$ cat config.mk
export PLATFORM = sky130hd
export DESIGN_NAME = alu_nibble_seq_flat
export DESIGN_NICKNAME = d
export VERILOG_FILES = /design/src/rtl/alu_nibble_seq_if.sv /design/src/rtl/alu_nibble_seq.sv /design/src/flat_wrapper.sv
export SDC_FILE = /design/constraint.sdc
export NUM_CORES = 1
export LEC_CHECK = 0
export ABC_AREA = 1
export CAP_MARGIN = 0
export CORE_ASPECT_RATIO = 1.2
export CORE_MARGIN = 5
export CORE_UTILIZATION = 40
export CTS_BUF_LIST = sky130_fd_sc_hd__clkbuf_16
export DETAILED_ROUTE_END_ITERATION = 16
export MAX_ROUTING_LAYER = met4
export PLACE_DENSITY = 0.79
export SYNTH_ARGS = -nofsm -noshare
export SYNTH_HDL_FRONTEND = slang
export SYNTH_SLANG_ARGS = --single-unit
$ cat constraint.sdc
create_clock -name clk -period 2.1 [get_ports clk]
set_input_delay 0.42 -clock clk [delete_from_list [all_inputs] [get_ports clk]]
set_output_delay 0.42 -clock clk [all_outputs]
set_load 0.01 [all_outputs]
$ cat src/rtl/alu_nibble_seq_if.sv
// Command/response and ALU-side signal bundle for alu_nibble_seq.
// slave  : the controller
// master : command source, response consumer and the alu4 datapath
interface alu_nibble_seq_if #(
    parameter int NIBBLES = 4
);
    localparam int W = 4 * NIBBLES;

    logic           cmd_valid;
    logic           cmd_ready;
    logic [2:0]     cmd_op;
    logic [W-1:0]   cmd_a;
    logic [W-1:0]   cmd_b;

    logic           rsp_valid;
    logic           rsp_ready;
    logic [W-1:0]   rsp_result;
    logic           rsp_c;
    logic           rsp_n;
    logic           rsp_z;
    logic           rsp_v;

    logic [2:0]     alu_op;
    logic [3:0]     alu_a;
    logic [3:0]     alu_b;
    logic           alu_ci;
    logic [3:0]     alu_result;
    logic           alu_c;
    logic           alu_v;

    modport slave (
        input  cmd_valid, cmd_op, cmd_a, cmd_b, rsp_ready,
        input  alu_result, alu_c, alu_v,
        output cmd_ready, rsp_valid, rsp_result, rsp_c, rsp_n, rsp_z, rsp_v,
        output alu_op, alu_a, alu_b, alu_ci
    );

    modport master (
        output cmd_valid, cmd_op, cmd_a, cmd_b, rsp_ready,
        output alu_result, alu_c, alu_v,
        input  cmd_ready, rsp_valid, rsp_result, rsp_c, rsp_n, rsp_z, rsp_v,
        input  alu_op, alu_a, alu_b, alu_ci
    );
endinterface

$ cat src/rtl/alu_nibble_seq.sv
// alu_nibble_seq: runs W-bit commands through a shared 4-bit ALU one nibble
// per cycle (LSB first), chaining carries and building W-bit C/N/Z/V flags.
// Optional feature macro: SEQ_SATURATE_EN (clamp ADD/SUB results on overflow).
module alu_nibble_seq #(
    parameter int NIBBLES = 4
) (
    input  logic             clk,
    input  logic             reset_n,
    alu_nibble_seq_if.slave  bus
);
    localparam int W  = 4 * NIBBLES;
    localparam int IW = (NIBBLES > 1) ? $clog2(NIBBLES) : 1;

    typedef enum logic [1:0] {S_IDLE, S_RUN, S_DONE} state_t;

    state_t          r_state;
    state_t          w_next;

    logic [2:0]      r_op;
    logic [W-1:0]    r_a;
    logic [W-1:0]    r_b;
    logic [W-1:0]    r_res;
    logic [IW-1:0]   r_idx;
    logic            r_c;
    logic            r_v;
    logic            r_zacc;

    logic            w_arith;
    logic            w_sub;
    logic            w_last;
    logic [3:0]      w_a_nib;
    logic [3:0]      w_b_nib;
    logic [W-1:0]    w_out;
    logic            w_z;

    logic            w_cmd_ready;
    logic            w_rsp_valid;
    logic [2:0]      w_alu_op;
    logic [3:0]      w_alu_a;
    logic [3:0]      w_alu_b;
    logic            w_alu_ci;

    // ADD (110) and SUB (111) both go through the ALU's add mode; SUB inverts B
    assign w_arith = (r_op[2:1] == 2'b11);
    assign w_sub   = (r_op == 3'b111);
    assign w_last  = (r_idx == IW'(NIBBLES - 1));
    assign w_a_nib = r_a[{r_idx, 2'b00} +: 4];
    assign w_b_nib = r_b[{r_idx, 2'b00} +: 4];

`ifdef SEQ_SATURATE_EN
    // overflowed ADD/SUB clamps toward the sign the wrapped result carries
    assign w_out = (w_arith && r_v) ?
                   (r_res[W-1] ? {1'b1, {(W-1){1'b0}}} : {1'b0, {(W-1){1'b1}}}) :
                   r_res;
    // a clamped value is never zero
    assign w_z   = r_zacc && !(w_arith && r_v);
`else
    assign w_out = r_res;
    assign w_z   = r_zacc;
`endif

    // state register
    always_ff @(posedge clk) begin
        if (!reset_n) r_state <= S_IDLE;
        else          r_state <= w_next;
    end

    // next state, handshake and ALU drive; ALU outputs are zero outside RUN
    always_comb begin
        w_next      = r_state;
        w_cmd_ready = 1'b0;
        w_rsp_valid = 1'b0;
        w_alu_op    = 3'b000;
        w_alu_a     = 4'h0;
        w_alu_b     = 4'h0;
        w_alu_ci    = 1'b0;
        case (r_state)
            S_IDLE: begin
                w_cmd_ready = 1'b1;
                if (bus.cmd_valid) w_next = S_RUN;
            end
            S_RUN: begin
                w_alu_a = w_a_nib;
                if (w_arith) begin
                    w_alu_op = 3'b110;
                    w_alu_b  = w_sub ? ~w_b_nib : w_b_nib;
                    w_alu_ci = (r_idx == '0) ? w_sub : r_c;
                end else begin
                    w_alu_op = r_op;
                    w_alu_b  = w_b_nib;
                end
                if (w_last) w_next = S_DONE;
            end
            S_DONE: begin
                w_rsp_valid = 1'b1;
                if (bus.rsp_ready) w_next = S_IDLE;
            end
            default: w_next = S_IDLE;
        endcase
    end

    // command latch and per-nibble accumulation of result and flags
    always_ff @(posedge clk) begin
        if (!reset_n) begin
            r_op   <= '0;
            r_a    <= '0;
            r_b    <= '0;
            r_res  <= '0;
            r_idx  <= '0;
            r_c    <= 1'b0;
            r_v    <= 1'b0;
            r_zacc <= 1'b0;
        end else begin
            case (r_state)
                S_IDLE: begin
                    if (bus.cmd_valid) begin
                        r_op   <= bus.cmd_op;
                        r_a    <= bus.cmd_a;
                        r_b    <= bus.cmd_b;
                        r_res  <= '0;
                        r_idx  <= '0;
                        r_c    <= 1'b0;
                        r_v    <= 1'b0;
                        r_zacc <= 1'b1;
                    end
                end
                S_RUN: begin
                    r_res[{r_idx, 2'b00} +: 4] <= bus.alu_result;
                    r_c    <= w_arith & bus.alu_c;
                    r_zacc <= r_zacc & (bus.alu_result == 4'h0);
                    if (w_last) r_v   <= w_arith & bus.alu_v;
                    else        r_idx <= r_idx + 1'b1;
                end
                default: ;
            endcase
        end
    end

    // response fields are only presented while the response is pending
    assign bus.cmd_ready  = w_cmd_ready;
    assign bus.rsp_valid  = w_rsp_valid;
    assign bus.rsp_result = w_rsp_valid ? w_out : '0;
    assign bus.rsp_c      = w_rsp_valid & r_c;
    assign bus.rsp_n      = w_rsp_valid & w_out[W-1];
    assign bus.rsp_z      = w_rsp_valid & w_z;
    assign bus.rsp_v      = w_rsp_valid & r_v;
    assign bus.alu_op     = w_alu_op;
    assign bus.alu_a      = w_alu_a;
    assign bus.alu_b      = w_alu_b;
    assign bus.alu_ci     = w_alu_ci;
endmodule
$ cat src/flat_wrapper.sv
// flat-port wrapper written by rule: the top's interface ports become plain ports
module alu_nibble_seq_flat 
#(
    parameter int NIBBLES = 4
)
  (clk, reset_n, bus_cmd_valid, bus_cmd_op, bus_cmd_a, bus_cmd_b, bus_rsp_ready, bus_alu_result, bus_alu_c, bus_alu_v, bus_cmd_ready, bus_rsp_valid, bus_rsp_result, bus_rsp_c, bus_rsp_n, bus_rsp_z, bus_rsp_v, bus_alu_op, bus_alu_a, bus_alu_b, bus_alu_ci);
  alu_nibble_seq_if #(.NIBBLES(NIBBLES)) bus_i ();
  input  logic clk;
  input  logic reset_n;
  input wire logic [$bits(bus_i.cmd_valid)-1:0] bus_cmd_valid;
  input wire logic [$bits(bus_i.cmd_op)-1:0] bus_cmd_op;
  input wire logic [$bits(bus_i.cmd_a)-1:0] bus_cmd_a;
  input wire logic [$bits(bus_i.cmd_b)-1:0] bus_cmd_b;
  input wire logic [$bits(bus_i.rsp_ready)-1:0] bus_rsp_ready;
  input wire logic [$bits(bus_i.alu_result)-1:0] bus_alu_result;
  input wire logic [$bits(bus_i.alu_c)-1:0] bus_alu_c;
  input wire logic [$bits(bus_i.alu_v)-1:0] bus_alu_v;
  output wire logic [$bits(bus_i.cmd_ready)-1:0] bus_cmd_ready;
  output wire logic [$bits(bus_i.rsp_valid)-1:0] bus_rsp_valid;
  output wire logic [$bits(bus_i.rsp_result)-1:0] bus_rsp_result;
  output wire logic [$bits(bus_i.rsp_c)-1:0] bus_rsp_c;
  output wire logic [$bits(bus_i.rsp_n)-1:0] bus_rsp_n;
  output wire logic [$bits(bus_i.rsp_z)-1:0] bus_rsp_z;
  output wire logic [$bits(bus_i.rsp_v)-1:0] bus_rsp_v;
  output wire logic [$bits(bus_i.alu_op)-1:0] bus_alu_op;
  output wire logic [$bits(bus_i.alu_a)-1:0] bus_alu_a;
  output wire logic [$bits(bus_i.alu_b)-1:0] bus_alu_b;
  output wire logic [$bits(bus_i.alu_ci)-1:0] bus_alu_ci;
  assign bus_i.cmd_valid = bus_cmd_valid;
  assign bus_i.cmd_op = bus_cmd_op;
  assign bus_i.cmd_a = bus_cmd_a;
  assign bus_i.cmd_b = bus_cmd_b;
  assign bus_i.rsp_ready = bus_rsp_ready;
  assign bus_i.alu_result = bus_alu_result;
  assign bus_i.alu_c = bus_alu_c;
  assign bus_i.alu_v = bus_alu_v;
  assign bus_cmd_ready = bus_i.cmd_ready;
  assign bus_rsp_valid = bus_i.rsp_valid;
  assign bus_rsp_result = bus_i.rsp_result;
  assign bus_rsp_c = bus_i.rsp_c;
  assign bus_rsp_n = bus_i.rsp_n;
  assign bus_rsp_z = bus_i.rsp_z;
  assign bus_rsp_v = bus_i.rsp_v;
  assign bus_alu_op = bus_i.alu_op;
  assign bus_alu_a = bus_i.alu_a;
  assign bus_alu_b = bus_i.alu_b;
  assign bus_alu_ci = bus_i.alu_ci;
  alu_nibble_seq #(.NIBBLES(NIBBLES)) u_core (.clk(clk), .reset_n(reset_n), .bus(bus_i));
endmodule
Word level (Yosys, flattened, before mapping)
Index checks and enable logic that the tools add are counted.
{"block": "totals", "in_bits": 45, "ff_bits": 58, "wordCells": 69}
{"block": "classes", "muxes": 28, "n_eq_ne": 9, "n_bitwise": 8, "add_sub_neg": 2, "shifts": 4, "reduce_logical": 9}
{"operator": "$mux 16", "n": 2}
{"operator": "$pmux 16 s2", "n": 1}
{"operator": "$shiftx 16x5->4", "n": 2}
{"operator": "$bwmux 16", "n": 1}
{"operator": "$mux 4", "n": 4}
{"operator": "$shift 4x6->16 const A", "n": 1}
{"operator": "$shiftx 4x6->16", "n": 1}
{"operator": "$mux 2", "n": 5}
{"operator": "$reduce_and 3->1", "n": 3}
{"operator": "$mux 1", "n": 8}
{"operator": "$and 1x1->1", "n": 7}
{"operator": "$eq 2x2->1 const B", "n": 3}
{"operator": "$mux 3", "n": 2}
{"operator": "$ne 2x2->1 const B", "n": 3}
{"operator": "$neg 4->6", "n": 1}
{"operator": "$pmux 1 s2", "n": 3}
{"operator": "$pmux 2 s3", "n": 1}
{"operator": "$logic_not 2->1", "n": 2}
{"operator": "$logic_not 4->1", "n": 1}
{"operator": "$not 4->4", "n": 1}
{"operator": "$pmux 2 s2", "n": 1}
{"operator": "$reduce_and 2->1", "n": 2}
{"operator": "$eq 3x3->1 const B", "n": 1}
{"operator": "$add 2x1->2 const B", "n": 1}
{"operator": "other kinds (3)", "n": 3}

Depth between registers and ports, before layout
{"block": "depth", "word_depth": 5, "depth_mapped": 9}

Worst setup path after synthesis
OpenSTA, ideal clock, no wires.
{"block": "synth_timing", "kind": "register to output", "startpoint": "register u_core.r_idx[0]", "endpoint": "output bus_alu_ci", "t_required_ps": 1680, "n_path_buf": 2, "t_arrival_ps": 1309, "slack_ps": 371, "path_stages_with_launch": 8, "path_cell_list": "dfxtp_1 > buf_2 > inv_1 > buf_2 > ha_1 > inv_1 > o21ai_0 > nor2_1"}
{"block": "synth_via", "elab_chain_len": 4}
{"element": "from (decl)", "line": "alu_nibble_seq.sv:23", "text": "logic [IW-1:0] r_idx;"}
{"element": "from (signal assigned)", "line": "alu_nibble_seq.sv:132", "text": "else r_idx <= r_idx + 1'b1;"}
{"element": "$logic_not 2->1", "line": "alu_nibble_seq.sv:87", "text": "w_alu_ci = (r_idx == '0) ? w_sub : r_c;"}
{"element": "$mux 1", "line": "alu_nibble_seq.sv:87"}
{"element": "$mux 1", "line": "alu_nibble_seq.sv:84", "text": "if (w_arith) begin"}
{"element": "$mux 1", "line": "alu_nibble_seq.sv:77", "text": "case (r_state)"}
{"element": "to (decl)", "line": "flat_wrapper.sv:28", "text": "output wire logic [$bits(bus_i.alu_ci)-1:0] bus_alu_ci;"}
No other way between the ends.

Worst setup path after layout
{"block": "layout_timing", "startpoint": "register u_core.r_idx[1]", "endpoint": "output bus_alu_ci"}
The elaborated chain is that of the path after synthesis.

==> flow_summary.toml <==
[status]
status = "complete, no violations"

[clock_network]
clockRootBuffer = "clkbuf_16"
postCtsHoldBufs = 0
cts_buffer_depth = 2
insertion_delay_ns = 0.32
cts_sinks = 58
cts_tree = "yes"
clk_pin_slew_ns = 0.05
ctsHtreeMaxLevel = 3
cts_buffers = 9

[cells_and_area]
fin_nets = 561
mostFrequentLayoutCells = "125 x nor2_1, 57 x dfxtp_1, 53 x nand2_1"
syn_to_final_growth_pct = 41.22
fin_util_pct = 58.42
multi_input_area_sq_mm = 0.001411
seq_area_sq_mm = 0.001162
drive_gt1_share_pct = 10.49
final_common_cell = "nor2_1"
final_cell_area_sq_mm = 0.004004
nFillCells = 655
num_antenna_cells = 0

[setup_path]
crit_slowest_cell = "dfxtp_1"
rr_worst_depth = 7
r2r_start = "u_core.r_state[1]"
rrSetupSlack_ns = 0.53
critPathMaxStageDelay_ns = 0.32
worstPathCellList = "inv_2 > ha_1 > inv_1 > o21ai_0 > nor2_1 > dlygate4sd2_1"
cp_max_fo = 7
cp-end-kind = "output pin"
arrival_ns = 1.57
path_buf_inv = 3
cp-start-kind = "register"
path_delay_family = "buffers and inverters"
worstPathRequired_ns = 1.68
worstSetupPathType = "register to output pin"
r2r_end = "u_core.r_a[12]"

[yosys]
yosys_register_bits = 58
ys_seq_area_share_pct = 40.95
synth.cell_area_sq_mm = 0.002835
synth_cell_types = 21
synth_top_area_share_pct = 40.95
syn_nets = 476
yosysWarnings = 0
syn_area_per_cell_sq_um = 6.671
netlist_top_cells_area = "dfxtp_1 41%, nor2_1 17%, o21ai_0 7.1%"
yosysTopAreaCell = "dfxtp_1"
synth_cells = 425

[place]
place_congestion = 0.9184
hpwl_microns = 5624
io_buffers = 78
placed_area_sq_mm = 0.003711

[worst_hold_path]
min_from = "u_core.r_op[2]"
min_path_cells = 2
hold_path.class = "register to register"
holdPathEnd = "u_core.r_op[2]"

[pwr]
p_leak_nw = 1.733
ir_worst_vdd_v = 0.0004565
power_density_mw_per_mm2 = 783.5

[route]
vias = 2971
routedWlPerCell_microns = 12.81
drt-initial-drc-count = 142
drt-pass1-iter-count = 4
antenna_left = 0
via_per_inst = 4.935
wl_microns = 7711
drc_errors = 0

[global_route]
grt_pass1_vias = 2813
antenna_found_initial = 0
grt_max_degree = 46
grt-ovfl-total = 0
grtUsageTotal_pct = 18.64
grt_pass1_wl_microns = 12590

[timing]
fin_tns_setup_ns = 0
period_minus_slack_ns = 1.993
relSlewSlack_pct = 59.04
whs_ns = 0.4831
fin_skew_ns = 0.002536
report.final.slew_viol_count = 0
report.final.setup_viol = 0
tightest_slew_ns = 0.6138
rsz0062_at_grt = "false"
period_share_pct = 94.90
fmax_ghz = 0.5018
finalHoldViolations = 0

[floorplanning]
die_w_microns = 86.86
chipHeight_microns = 102.2
rows = 33
dieArea_sq_mm = 0.008879
core_sq_mm = 0.006854
initial_core_util_pct = 41.37
ios = 79

[job]
drv_cap = 0
area by class of cell:
class | count | area share, %
Sequential cell | 58 | 29.03
Timing Repair Buffer | 97 | 22.22
Multi-Input combinational cell | 306 | 35.25
Inverter | 37 | 3.469
Clock buffer | 9 | 5.625
Clock inverter | 7 | 1.500
Tap cell | 87 | 2.719
Timing Repair inverter | 1 | 0.1875
worst max-delay path by stage:
| stage | from | cells past startpoint | to | slack [ns] |
|---|---|---|---|---|
| 5_1_grt | u_core.r_idx[0] | 6 | bus_alu_a[3] | 0.006 |
| 4_1_cts | u_core.r_state[1] | 5 | bus_alu_op[1] | 0.001 |
| 3_5_place_dp | u_core.r_state[1] | 5 | bus_rsp_n | 0.10 |
| 3_3_place_gp | u_core.r_idx[0] | 8 | bus_alu_b[3] | 0.17 |
| 6_report | u_core.r_idx[1] | 6 | bus_alu_ci | 0.11 |
| 2_1_floorplan | u_core.r_idx[0] | 7 | bus_alu_ci | 0.37 |
what timing repair did:
item | CTS | global route
cloned | 1 | 0
pin swaps | 0 | 1
setup endpoints to repair | 31 | 6
buffers inserted | 5 | 0
gates resized for setup | 35 | 9
kinds of logic after synthesis:
kind of cell,count (synthesis),share of synthesized area (%)
adder cells (fa/ha/maj),6,2.648
buffers and inverters,61,9.532
AND/OR/NAND/NOR,223,33.19
AO/OA/AOI/OAI,77,13.68
flip-flops,58,40.95
worst register-to-register path, stage by stage (launching register included):
cell and delay, ns:
dfxtp_1 0.31, buf_4 0.14, nor2_2 0.17, nand2_2 0.23, inv_2 0.11, buf_4 0.31
nor2_1 0.10, nor2_1 0.13
metal layers:
layer / routed length [microns] / up-vias / GRT usage, %
li1: - / 1510 / -
met1: 2976 / 1338 / 20.46
met2: 4041 / 103 / 31.85
met3: 500 / 20 / 3.790
met4: 193 / 0 / 9.233
met5: 0 / - / -
per-stage QoR:
step	power (mW)	setup slack, ns	cells
floorplan	1.562	0.3706	425
global placement	1.761	0.1653	580
detailed placement	1.780	0.1008	580
CTS	3.158	0.001092	602
global route	3.293	0.006007	602
finish	3.137	0.1072	602
where the power goes:
part / internal (mW) / switching, mW
logic: 0.231 / 0.307
registers: 1.18 / 0.0418
clock network: 0.900 / 0.482
synthesized netlist by cell type:
cell        n
ha_1        6
clkbuf_1    6
o21ai_1     6
nand2_4     3
or2_2       1
nand2_1    53
nor2_2      2
a21oi_1    30
nand3_1    33
dfxtp_1    58
buf_2      12
inv_1      34
inv_2       3
nor2_1    126
nand2_2     1
buf_1       1
buf_4       3
o21a_1      1
buf_6       2
nor2_4      4
o21ai_0    40
flip-flops by register name (all words and copies together) (netlist names):
signal and flops:
u_core.r_v 1, u_core.r_state 2, u_core.r_b 16, u_core.r_idx 2, u_core.r_op 3, u_core.r_a 16
u_core.r_res 16, u_core.r_c 1, u_core.r_zacc 1
Note: power is estimated with default switching activity, not from simulation.
